**src/rtl/weight_rom_stream_ctrl.sv**
```systemverilog
`default_nettype none
// ============================================================================
// Module   : weight_rom_stream_ctrl
// Purpose  : Streams the contents of one registered on-chip weight ROM as a
//            valid/ready beat stream. The whole ROM is replayed num_passes
//            times per start command, in address order. An output FIFO
//            absorbs the ROM read latency, so consumer back-pressure never
//            drops or repeats a word.
// Revision : 1.0 - initial release
//
// Ports
//   clk, rst        : clock, synchronous active-high reset
//   start           : one-cycle command pulse, sampled only while idle
//   num_passes      : pass count, latched when start is accepted
//   busy, done      : command in progress / one-cycle completion pulse
//   rom_addr/rom_ce : ROM read address and clock enable
//   rom_q           : ROM read data, valid READ_LATENCY cycles after the address
//   data_out*       : weight beat stream (valid/ready)
//
// Build option
//   WEIGHT_STREAM_LAST_EN : adds data_out_last, which marks the beat carrying
//                           ROM address DEPTH-1 of every pass.
// ============================================================================
module weight_rom_stream_ctrl #(
  parameter int DATA_WIDTH   = 128,
  parameter int DEPTH        = 2304,
  parameter int ADDR_WIDTH   = $clog2(DEPTH) + 1,
  parameter int READ_LATENCY = 2,
  parameter int PASS_WIDTH   = 16,
  parameter int FIFO_DEPTH   = READ_LATENCY + 2
) (
  input  logic                  clk,
  input  logic                  rst,
  input  logic                  start,
  input  logic [PASS_WIDTH-1:0] num_passes,
  output logic                  busy,
  output logic                  done,
  output logic [ADDR_WIDTH-1:0] rom_addr,
  output logic                  rom_ce,
  input  logic [DATA_WIDTH-1:0] rom_q,
  output logic [DATA_WIDTH-1:0] data_out,
  output logic                  data_out_valid,
  input  logic                  data_out_ready
`ifdef WEIGHT_STREAM_LAST_EN
  ,
  output logic                  data_out_last
`endif
);

  localparam int PTR_W = (FIFO_DEPTH > 1) ? $clog2(FIFO_DEPTH) : 1;
  localparam int CNT_W = $clog2(FIFO_DEPTH + 1);
  localparam int OCC_W = $clog2(FIFO_DEPTH + READ_LATENCY + 1);

  localparam logic [ADDR_WIDTH-1:0] C_LAST_ADDR  = ADDR_WIDTH'(DEPTH - 1);
  localparam logic [PTR_W-1:0]      C_PTR_LAST   = PTR_W'(FIFO_DEPTH - 1);
  localparam logic [OCC_W-1:0]      C_FIFO_LIMIT = OCC_W'(FIFO_DEPTH);

  typedef enum logic [1:0] {
    S_IDLE   = 2'd0,
    S_STREAM = 2'd1,
    S_DRAIN  = 2'd2,
    S_DONE   = 2'd3
  } state_t;

  state_t                  state_q,    state_d;
  logic [ADDR_WIDTH-1:0]   addr_q,     addr_d;
  logic [PASS_WIDTH-1:0]   pass_cnt_q, pass_cnt_d;
  logic [PASS_WIDTH-1:0]   passes_q,   passes_d;
  logic [READ_LATENCY-1:0] issue_sr_q, issue_sr_d;
  logic [DATA_WIDTH-1:0]   fifo_mem_q [FIFO_DEPTH];
  logic [DATA_WIDTH-1:0]   fifo_mem_d [FIFO_DEPTH];
  logic [PTR_W-1:0]        wr_ptr_q,   wr_ptr_d;
  logic [PTR_W-1:0]        rd_ptr_q,   rd_ptr_d;
  logic [CNT_W-1:0]        count_q,    count_d;

`ifdef WEIGHT_STREAM_LAST_EN
  logic [READ_LATENCY-1:0] tag_sr_q,   tag_sr_d;
  logic [FIFO_DEPTH-1:0]   last_mem_q, last_mem_d;
`endif

  logic [OCC_W-1:0] w_inflight;
  logic [OCC_W-1:0] w_occ;
  logic             w_issue;
  logic             w_push;
  logic             w_pop;
  logic             w_valid;
  logic             w_addr_wrap;
  logic             w_last_issue;

  function automatic logic [PTR_W-1:0] ptr_inc(input logic [PTR_W-1:0] p);
    return (p == C_PTR_LAST) ? '0 : p + PTR_W'(1);
  endfunction

  // Reads in the ROM pipeline count against FIFO space, so every word that
  // lands on rom_q already has a free slot reserved for it.
  always_comb begin
    w_inflight = '0;
    for (int i = 0; i < READ_LATENCY; i++) begin
      w_inflight = w_inflight + OCC_W'(issue_sr_q[i]);
    end
  end

  assign w_occ        = OCC_W'(count_q) + w_inflight;
  assign w_issue      = (state_q == S_STREAM) && (w_occ < C_FIFO_LIMIT);
  assign w_push       = issue_sr_q[READ_LATENCY-1];
  assign w_valid      = (count_q != '0);
  assign w_pop        = w_valid && data_out_ready;
  assign w_addr_wrap  = (addr_q == C_LAST_ADDR);
  assign w_last_issue = w_issue && w_addr_wrap &&
                        ((pass_cnt_q + PASS_WIDTH'(1)) == passes_q);

  // Control: FSM, address and pass sequencing
  always_comb begin
    state_d    = state_q;
    addr_d     = addr_q;
    pass_cnt_d = pass_cnt_q;
    passes_d   = passes_q;

    case (state_q)
      S_IDLE: begin
        if (start) begin
          addr_d     = '0;
          pass_cnt_d = '0;
          if (num_passes != '0) begin
            passes_d = num_passes;
            state_d  = S_STREAM;
          end else begin
            state_d  = S_DONE;
          end
        end
      end
      S_STREAM: begin
        if (w_issue) begin
          if (w_addr_wrap) begin
            addr_d     = '0;
            pass_cnt_d = pass_cnt_q + PASS_WIDTH'(1);
          end else begin
            addr_d     = addr_q + ADDR_WIDTH'(1);
          end
        end
        if (w_last_issue) begin
          state_d = S_DRAIN;
        end
      end
      S_DRAIN: begin
        if ((w_inflight == '0) && (count_q == '0)) begin
          state_d = S_DONE;
        end
      end
      S_DONE: begin
        state_d = S_IDLE;
      end
      default: begin
        state_d = S_IDLE;
      end
    endcase
  end

  // In-flight tracker: the tail flag marks the cycle rom_q holds a wanted word
  always_comb begin
    issue_sr_d    = '0;
    issue_sr_d[0] = w_issue;
    for (int i = 1; i < READ_LATENCY; i++) begin
      issue_sr_d[i] = issue_sr_q[i-1];
    end
  end

`ifdef WEIGHT_STREAM_LAST_EN
  always_comb begin
    tag_sr_d    = '0;
    tag_sr_d[0] = w_issue && w_addr_wrap;
    for (int i = 1; i < READ_LATENCY; i++) begin
      tag_sr_d[i] = tag_sr_q[i-1];
    end
  end
`endif

  // Output FIFO
  always_comb begin
    fifo_mem_d = fifo_mem_q;
    wr_ptr_d   = wr_ptr_q;
    rd_ptr_d   = rd_ptr_q;
`ifdef WEIGHT_STREAM_LAST_EN
    last_mem_d = last_mem_q;
`endif
    if (w_push) begin
      fifo_mem_d[wr_ptr_q] = rom_q;
`ifdef WEIGHT_STREAM_LAST_EN
      last_mem_d[wr_ptr_q] = tag_sr_q[READ_LATENCY-1];
`endif
      wr_ptr_d = ptr_inc(wr_ptr_q);
    end
    if (w_pop) begin
      rd_ptr_d = ptr_inc(rd_ptr_q);
    end
    case ({w_push, w_pop})
      2'b10:   count_d = count_q + CNT_W'(1);
      2'b01:   count_d = count_q - CNT_W'(1);
      default: count_d = count_q;
    endcase
  end

  always_ff @(posedge clk) begin
    if (rst) begin
      state_q    <= S_IDLE;
      addr_q     <= '0;
      pass_cnt_q <= '0;
      passes_q   <= '0;
      issue_sr_q <= '0;
      fifo_mem_q <= '{default: '0};
      wr_ptr_q   <= '0;
      rd_ptr_q   <= '0;
      count_q    <= '0;
`ifdef WEIGHT_STREAM_LAST_EN
      tag_sr_q   <= '0;
      last_mem_q <= '0;
`endif
    end else begin
      state_q    <= state_d;
      addr_q     <= addr_d;
      pass_cnt_q <= pass_cnt_d;
      passes_q   <= passes_d;
      issue_sr_q <= issue_sr_d;
      fifo_mem_q <= fifo_mem_d;
      wr_ptr_q   <= wr_ptr_d;
      rd_ptr_q   <= rd_ptr_d;
      count_q    <= count_d;
`ifdef WEIGHT_STREAM_LAST_EN
      tag_sr_q   <= tag_sr_d;
      last_mem_q <= last_mem_d;
`endif
    end
  end

  // Outputs are pure decodes of registered state
  assign busy           = (state_q != S_IDLE);
  assign done           = (state_q == S_DONE);
  assign rom_ce         = (state_q == S_STREAM) || (state_q == S_DRAIN);
  assign rom_addr       = addr_q;
  assign data_out       = fifo_mem_q[rd_ptr_q];
  assign data_out_valid = w_valid;
`ifdef WEIGHT_STREAM_LAST_EN
  // Storage is not cleared on pop, so qualify the tag with valid
  assign data_out_last  = w_valid && last_mem_q[rd_ptr_q];
`endif

endmodule
`default_nettype wire

```
**config.mk**
```make
export PLATFORM = sky130hd
export DESIGN_NAME = weight_rom_stream_ctrl
export DESIGN_NICKNAME = d
export VERILOG_FILES = /design/src/rtl/weight_rom_stream_ctrl.sv
export SDC_FILE = /design/constraint.sdc
export NUM_CORES = 1
export LEC_CHECK = 0
export CAP_MARGIN = 20
export CORE_AREA = 2 2 220 277
export CTS_CLUSTER_SIZE = 14
export DETAILED_ROUTE_END_ITERATION = 10
export DIE_AREA = 0 0 222 279
export PLACE_DENSITY = 0.71
export SLEW_MARGIN = 20
export SYNTH_ARGS = -nofsm -noshare
export SYNTH_HDL_FRONTEND = slang
export SYNTH_SLANG_ARGS = --single-unit
```
**constraint.sdc**
```tcl
create_clock -name clk -period 2.8 [get_ports clk]
set_input_delay 0.56 -clock clk [delete_from_list [all_inputs] [get_ports clk]]
set_output_delay 0.56 -clock clk [all_outputs]
set_load 0.05 [all_outputs]
```
* Yosys cells after proc, flatten, opt, wreduce, memory -nomap -nowiden
Index checks and enable logic that the tools add are counted.
** Storage, ports and cells
- Output and inout bits :: 145
- Word-level logic and storage cells :: 81
- Flip-flop bits (word level) :: 568
- Input bits :: 148
** Operators by class
- Bitwise operators :: 2
- Add/subtract/negate cells :: 8
- Multiplexer cells :: 22
- Eq/ne operators :: 14
- Reductions and logical operators :: 19
- Order comparisons :: 4
** Operators by type and width (number)
- $bwmux 512 :: 1
- $mux 128 :: 3
- $bmux 128 s2 :: 1
- $demux 128 s2 :: 1
- $mux 16 :: 3
- $mux 13 :: 3
- $pmux 16 s2 :: 1
- $pmux 13 s2 :: 1
- $add 16x1->16 const B :: 1
- $eq 16x16->1 :: 1
- $reduce_bool 16->1 :: 1
- $add 13x1->13 const B :: 1
- $eq 13x12->1 const B :: 1
- $mux 2 :: 6
- $eq 2x2->1 const B :: 5
- $ne 2x2->1 const B :: 5
- $reduce_and 3->1 :: 3
- $pmux 2 s4 :: 1
- $ge 3x3->1 const B :: 2
- $logic_and 1x1->1 :: 6
- $logic_not 3->1 :: 2
- $not 2->3 :: 2
- $pmux 3 s2 :: 1
- $reduce_bool 2->1 :: 3
- other kinds (12) :: 14

* Longest topological paths before layout
- Depth after elaboration :: 8
- Gate-level depth with buffers :: 12
- Depth with buffers taken out :: 9

* Worst setup path after synthesis
OpenSTA, ideal clock, no wires.
- Kind :: register to register
- Start point :: register issue_sr_q[1]
- End point :: register pass_cnt_q[11]
- Path buffers :: 3
- Required time :: 2.699 ns
- Arrival :: 2.564 ns
- Period minus slack after synthesis :: 2.665 ns
- Setup slack :: 0.135 ns
- Cell stages (with the launch flop) :: 11
- Setup time :: 0.101 ns
- Path through :: dfxtp_1 -> clkbuf_1 -> inv_1 -> ha_1 -> a31oi_1 -> xnor2_1 -> mux2_2 -> or4_1 -> clkbuf_1 -> buf_2 -> o41ai_1
** Between the ends
- Word-level cells in the longest chain between the ends :: 6
** Ends and longest elaborated chain
- from (decl) :: RTL line 69 : logic [READ_LATENCY-1:0] issue_sr_q, issue_sr_d;
- from (signal assigned) :: RTL line 223 : issue_sr_q <= issue_sr_d;
- $add 1x1->2 :: RTL line 99 : w_inflight = w_inflight + OCC_W'(issue_sr_q[i]);
- $add 3x2->3 :: RTL line 103 : assign w_occ = OCC_W'(count_q) + w_inflight;
- $lt 3x3->1 :: RTL line 104 : assign w_issue = (state_q == S_STREAM) && (w_occ < C_FIFO_LIMIT);
- $logic_and 1x1->1 :: RTL line 104
- $ne 2x2->1 (no line)
- $reduce_and 4->1 (no line)
- to (signal assigned) :: RTL line 221 : pass_cnt_q <= pass_cnt_d;
- to (decl) :: RTL line 67 : logic [PASS_WIDTH-1:0] pass_cnt_q, pass_cnt_d;
Every way passes these cells.
A chain may end at the register's enable or synchronous reset.

* Worst setup path in the final report
- Start point :: register rd_ptr_q[0]
- End point :: output data_out[127]
** Between the ends
- Word-level cells in the longest chain between the ends :: 4
** Ends and longest elaborated chain
- from (decl) :: RTL line 73 : logic [PTR_W-1:0] rd_ptr_q, rd_ptr_d;
- from (signal assigned) :: RTL line 226 : rd_ptr_q <= rd_ptr_d;
- $not 2->3 (not written as such) :: RTL line 240 : assign data_out = fifo_mem_q[rd_ptr_q];
- $bmux 128 s2 :: RTL line 240
- $mux 128 (not written as such) (2 in series) :: RTL line 240
- to (decl) :: RTL line 41 : output logic [DATA_WIDTH-1:0] data_out,
Every way passes these cells. The select of a mux whose other input is x is not followed.

==> reports/qor.csv <==
metric,value,unit
outcome,"complete, but fails checks",
failing checks,design-rule violations,
routed wire length,66.78,mm
Final min period,2.751,ns
global routing met1 resource utilization,26.14,%
Nets,3107,
Die W,222,um
Final Core Density,49.10,%
Crit. End Element,output port,
TritonCTS Sinks,568,
most frequent cells in the layout,"1,049 x nand2_1, 566 x dfxtp_1, 526 x a21oi_1",
GRT met2 Usage,36.14,%
layout cells sized above 1,14.20,%
Hold Fails Final Rpt,0,
global-route wire length before repair,105.0,mm
drt first pass iters,8,
RSZ-0062 raised after global routing,true,
TritonCTS Buffers,57,
CP cell instances,"buf_16, mux4_2, buf_6",
Starting Density,39.76,%
yosys warns,0,
Worst Hold Class,flop to flop,
busiest grt layer,met2,
Tot GR Track Use,21.08,%
H-tree depth reported by CTS,2,
hold slack,0.4497,ns
Tcrit/Tclk final,98.26,%
Crit path depth,3,
CP bufs+invs,2,
synthesized area,0.02353,sq mm
area grow syn2layout,23.47,%
clock network latency to the later pin of the worst-skew pair,0.60,ns
startpoint class of the critical path,flop,
"slowest stage delay, CP",0.57,ns
Rows,100,
synthesized flop and latch total,568,
Non-Filler Instances,3757,
critical path class,flop to output port,
CTS Buffer Depth,3,
clk_skew,0.01152,ns
crit path DAT,2.19,ns
"most common cell after layout, fill and taps aside",nand2_1,
routed length per instance,17.77,um
Max-cap violations,0,
Async SR Flop Fraction,0,%
Core Area,0.05918,sq mm
Tightest Pin Transition,1.105,ns
Cell variety after synth,54,
vias in the first global route,19110,
hold depth,2,
predominant post-synthesis flop cell,dfxtp_1,
Die Y-Extent,279,um
area fraction of the dominant cell type after synthesis,48.32,%
P per Cell Area,680.2,mW/mm^2
crit-path max FO,53,
initial DRC count,1452,
Syn Area/Cell,8.529,sq um
grt ovf,0,
# port buffers,292,
num ports,293,
Lkg Pwr,9.717,nW
"Reg clk slew, reported paths",0.06,ns
root buffer cell,clkbuf_16,
R2R depth,9,
hold_buf cts,0,
vias per cell,5.263,
GP Congestion,0.8276,
Final setup viols,0,
VDD IR-drop max,0.0004340,V
Post-Syn Instances,2759,
initial antenna violation count,11,
sequential area share after synthesis,48.32,%
DIE AREA,0.06194,sq mm
number of synthesized flops with an enable pin,0,
Crit-path slowest cell,mux4_2,
DP Cell Count,3645,
Final Slew Violations,0,
Vias,19770,
"Data required, critical path",2.24,ns
Max-slew headroom,26.32,%
Syn Nets,2924,
cell family with most CP delay,multiplexers,
DR DRC count,1,
GRT met3 Usage,5.072,%
largest net degree at the start of global routing,207,
fmax,0.3635,GHz
Antenna Nets Post-Route,0,
"area leader, netlist",dfxtp_1,
CTS tree,built,
post-detailed-placement half-perimeter wirelength,38.96,mm
Synth area leaders,"dfxtp_1 48%, nand2_1 17%, mux4_2 12%, a21oi_1 11%, clkbuf_1 3.0%",
-- cells by family (layout without fill, tap and decap cells) --
family	after synthesis	after routing	synth area share (%)
AND/OR/NAND/NOR	1184	1184	19.91
AO/OA/AOI/OAI	578	578	12.80
flip-flops	568	568	48.32
buffers and inverters	233	460	3.775
multiplexers	147	147	13.07
XOR/XNOR	32	32	1.191
adder cells (fa/ha/maj)	17	17	0.9358
other	0	6	0
-- cell usage after synthesis (all sizes together), types with 2 or more instances --
master and n:
inv 14, mux2 2, nand4 10, o2111ai 2, o31ai 7, nor4 9, or3 3, and2 8
nor2b 4, a31oi 4, a21oi 526, and4 7, or2 2, nor2 50, a211oi 7, nand2 1053
mux4 128, nand3 12, clkbuf 188, a211o 3, nor3 10, o21ba 3, buf 31, o21ai 17
dfxtp 568, xnor2 16, xor2 16, a21boi 2, nand2b 3, and3 8, or4 3, mux2i 17
ha 16
-- where the power goes --
group | internal, W | switching (W)
clock | 0.00442 | 0.00321
sequential | 0.00832 | 0.000181
combinational | 0.00138 | 0.00225
total | 0.0141 | 0.00564
-- registers in the layout, indices dropped and copies added (netlist names) --
name / cells
passes_q: 16
pass_cnt_q: 16
fifo_mem_q: 512
count_q: 3
state_q: 2
rd_ptr_q: 2
issue_sr_q: 2
rom_addr: 13
wr_ptr_q: 2
-- tightest hold or removal path, stage by stage, from the launching register on --
cell,delay (ns)
dfxtp_1,0.30
nand2_1,0.05
a21oi_1,0.05
-- what timing repair did --
| item | CTS | global route |
|---|---|---|
| hold endpoints to repair | 0 | 0 |
| gates resized for setup | 9 | 24 |
| setup endpoints to repair | 96 | 28 |
| setup buffers | 3 | 0 |
-- metal layers --
metal	part of all wire (%)	wire [um]
met5	0.094	63
met4	2.3	1547
met3	6.4	4286
met2	49	32960
met1	42	27920
-- final cells by class --
cell class | count | area [sq um]
clock buffer | 87 | 1689
sequential | 568 | 11380
timing repair buffer | 343 | 3462
inverter | 14 | 52.55
tap | 765 | 957.2
clock inverter | 16 | 187.7
antenna | 6 | 15.01
multi-input combinational | 1958 | 11310
fill | 5552 | 30130
-- path summary, 6_finish.rpt --
kind	end	startpoint	slack, ns
min reg2reg	fifo_mem_q[180]	fifo_mem_q[180]	0.45
max	data_out[127]	rd_ptr_q[0]	0.05
min	fifo_mem_q[180]	fifo_mem_q[180]	0.45
max reg2reg	state_q[0]	issue_sr_q[1]	0.23
-- metrics by stage --
stage	worst slack, ns	power [W]	setup TNS [ns]	instance area [sq um]
floorplan	0.1353	0.01100	0	23530
global placement	0.2685	0.01227	0	27020
detailed placement	0.2523	0.01230	0	27020
CTS	-0.01401	0.01999	-0.05032	28950
global route	-0.03233	0.02058	-0.09960	29060
finish	0.04881	0.01976	0	29060
Power figures use the tool's default switching activity.
==> RTL change (same flow settings) <==
Reset style: asynchronous (`rst`), changed in one clocked block. Comments in the files are not updated.
--- a/src/rtl/weight_rom_stream_ctrl.sv
+++ b/src/rtl/weight_rom_stream_ctrl.sv
@@ -202,3 +202,3 @@
 
-  always_ff @(posedge clk) begin
+  always_ff @(posedge clk or posedge rst) begin
     if (rst) begin
Function: differs if rst is asserted again (counterexample within 4 cycles, from zero or initial values and one cycle with rst high); with rst held inactive, the same outputs for 4 cycles.
==> RTL change against the original RTL <==
- via count is 25% lower
- routed wire length is 13% lower
- core utilization is 5.1 points higher
- global-route usage is 2.2 points lower
- critical endpoint is now data_out[40]
- sequential share of layout area is 5.2 points higher
- fmax is 0.84% higher
- final area is 10% higher
- area after synthesis is 7.4% higher
- worst setup slack better by 0.023 ns
- sequential cell count stayed put
Power is not compared: it rests on default switching activity, and its combinational part moved more than twofold at a synthesized area within 25%.
==> RTL change: results <==
[outcome]
status = "complete, no violations"

[sta]
fin_skew_ns = 0.0154
tightest_slew_ns = 0.680
finalCriticalPeriod_ns = 2.73

[route]
viasPerCell = 5.41
wl_met2_um = 30000
wl_per_cell_um = 21.3
wl_met1_um = 24200
met3_length_um = 2540
drtIter0Drc = 740
drt_pass1_iterations = 4

[synth]
synthTopCellsByCount = "dfrtp_1 (568), mux2_2 (530), mux4_2 (128)"
async_flop_share_pct = 100
synth_nets = 1754
ys_top_cells_by_area = "dfrtp_1 (56%), mux2_2 (24%), mux4_2 (11%)"
synth-seq-area-share_pct = 56.2
synthDistinctLibCells = 50

[placed_design]
port_buffers = 292
place_ws_ns = 0.180
dpl.hpwl_um = 38600
finalWeightedCongestion = 0.818

[pwr]
p_leak_nw = 13.5
irDropWorstVdd_mv = 0.932
powerComb_mw = 24.1
p_int_mw = 28.5
comb_power_share_pct = 51.6

[clocking]
clk_pin_slew_ns = 0.06
cts_buffers = 58
ctsLongestPathBuffers = 3
cts_resized = 50
postCtsSetupRepairBufs = 8
root_buffer = "clkbuf_16"
cts.htree.levels = 2

[final_layout]
drive_gt1_share_pct = 50.5
fin_nets = 2088
largest_registers = "fifo_mem_q x512, pass_cnt_q x16, passes_q x16"
nFillCells = 4767

[global_routing]
grt_pass1_vias = 16300
grt_pass1_wl_um = 92400
grt_max_degree = 93
grt_usage_pct = 18.9
antenna_found_initial = 5

[worst_setup_path]
crit_arrival_ns = 2.17
r2r_end = "state_q[1]"
path_max_fanout = 13
rr_startpoint = "pass_cnt_q[0]"
reg2reg_depth = 8
crit_start = "rd_ptr_q[0]"
ff2ff_setup_slack_ns = 0.27
critPathCapture = "data_out[40]"
critPathSlowestCell = "mux4_2"

[worst_hold_path]
hold_class = "primary input to asynchronous set/reset pin"
-- RTL change: worst register-to-register path, stage by stage, from the launching register on --
cell and delay, ns:
dfrtp_1 0.49, ha_1 0.33, nand4_4 0.16, or2_4 0.28, xnor2_1 0.23, o311ai_0 0.20
a2111oi_2 0.37, a31oi_1 0.19, mux2i_1 0.16
-- RTL change: cell families (layout without fill, tap and decap cells) --
kind of cell             count (synthesis)  in the layout  synth area share [%]
AO/OA/AOI/OAI                           65             65                  1.81
AND/OR/NAND/NOR                        126            126                  2.83
adder cells (fa/ha/maj)                 16             16                 0.822
XOR/XNOR                                27             27                 0.935
other                                    0              3                     0
flip-flops                             568            568                  56.2
multiplexers                           667            667                  35.4
buffers and inverters                  121            503                  2.02
-- RTL change: layer usage --
layer  global-route usage [%]  vias up
met1                     23.4     7815
met5                        0        -
met3                     3.78      100
met2                     33.1      299
li1                         -     6596
met4                     6.27        4
-- RTL change: final cells by class --
cell class / instances / area share (%)
Sequential cell: 568 / 44.3
Multi-Input combinational cell: 901 / 33.0
Timing Repair Buffer: 379 / 13.0
Clock buffer: 75 / 5.13
Tap cell: 765 / 2.98
Clock inverter: 33 / 1.35
Inverter: 16 / 0.199
Antenna cell: 3 / 0.0234
-- RTL change: per-stage QoR --
stage / area [um2] / instances / setup TNS, ns / util (%) / hold slack [ns]
CTS: 31800 / 2725 / -0.336 / 53.7 / 0.372
global route: 32100 / 2740 / -0.0822 / 54.2 / 0.399
floorplan: 25300 / 1590 / -3121.52 / - / 0.380
global placement: 29400 / 2609 / 0 / 49.8 / 0.386
finish: 32100 / 2740 / 0 / 54.2 / 0.390
detailed placement: 29400 / 2609 / 0 / 49.8 / 0.399
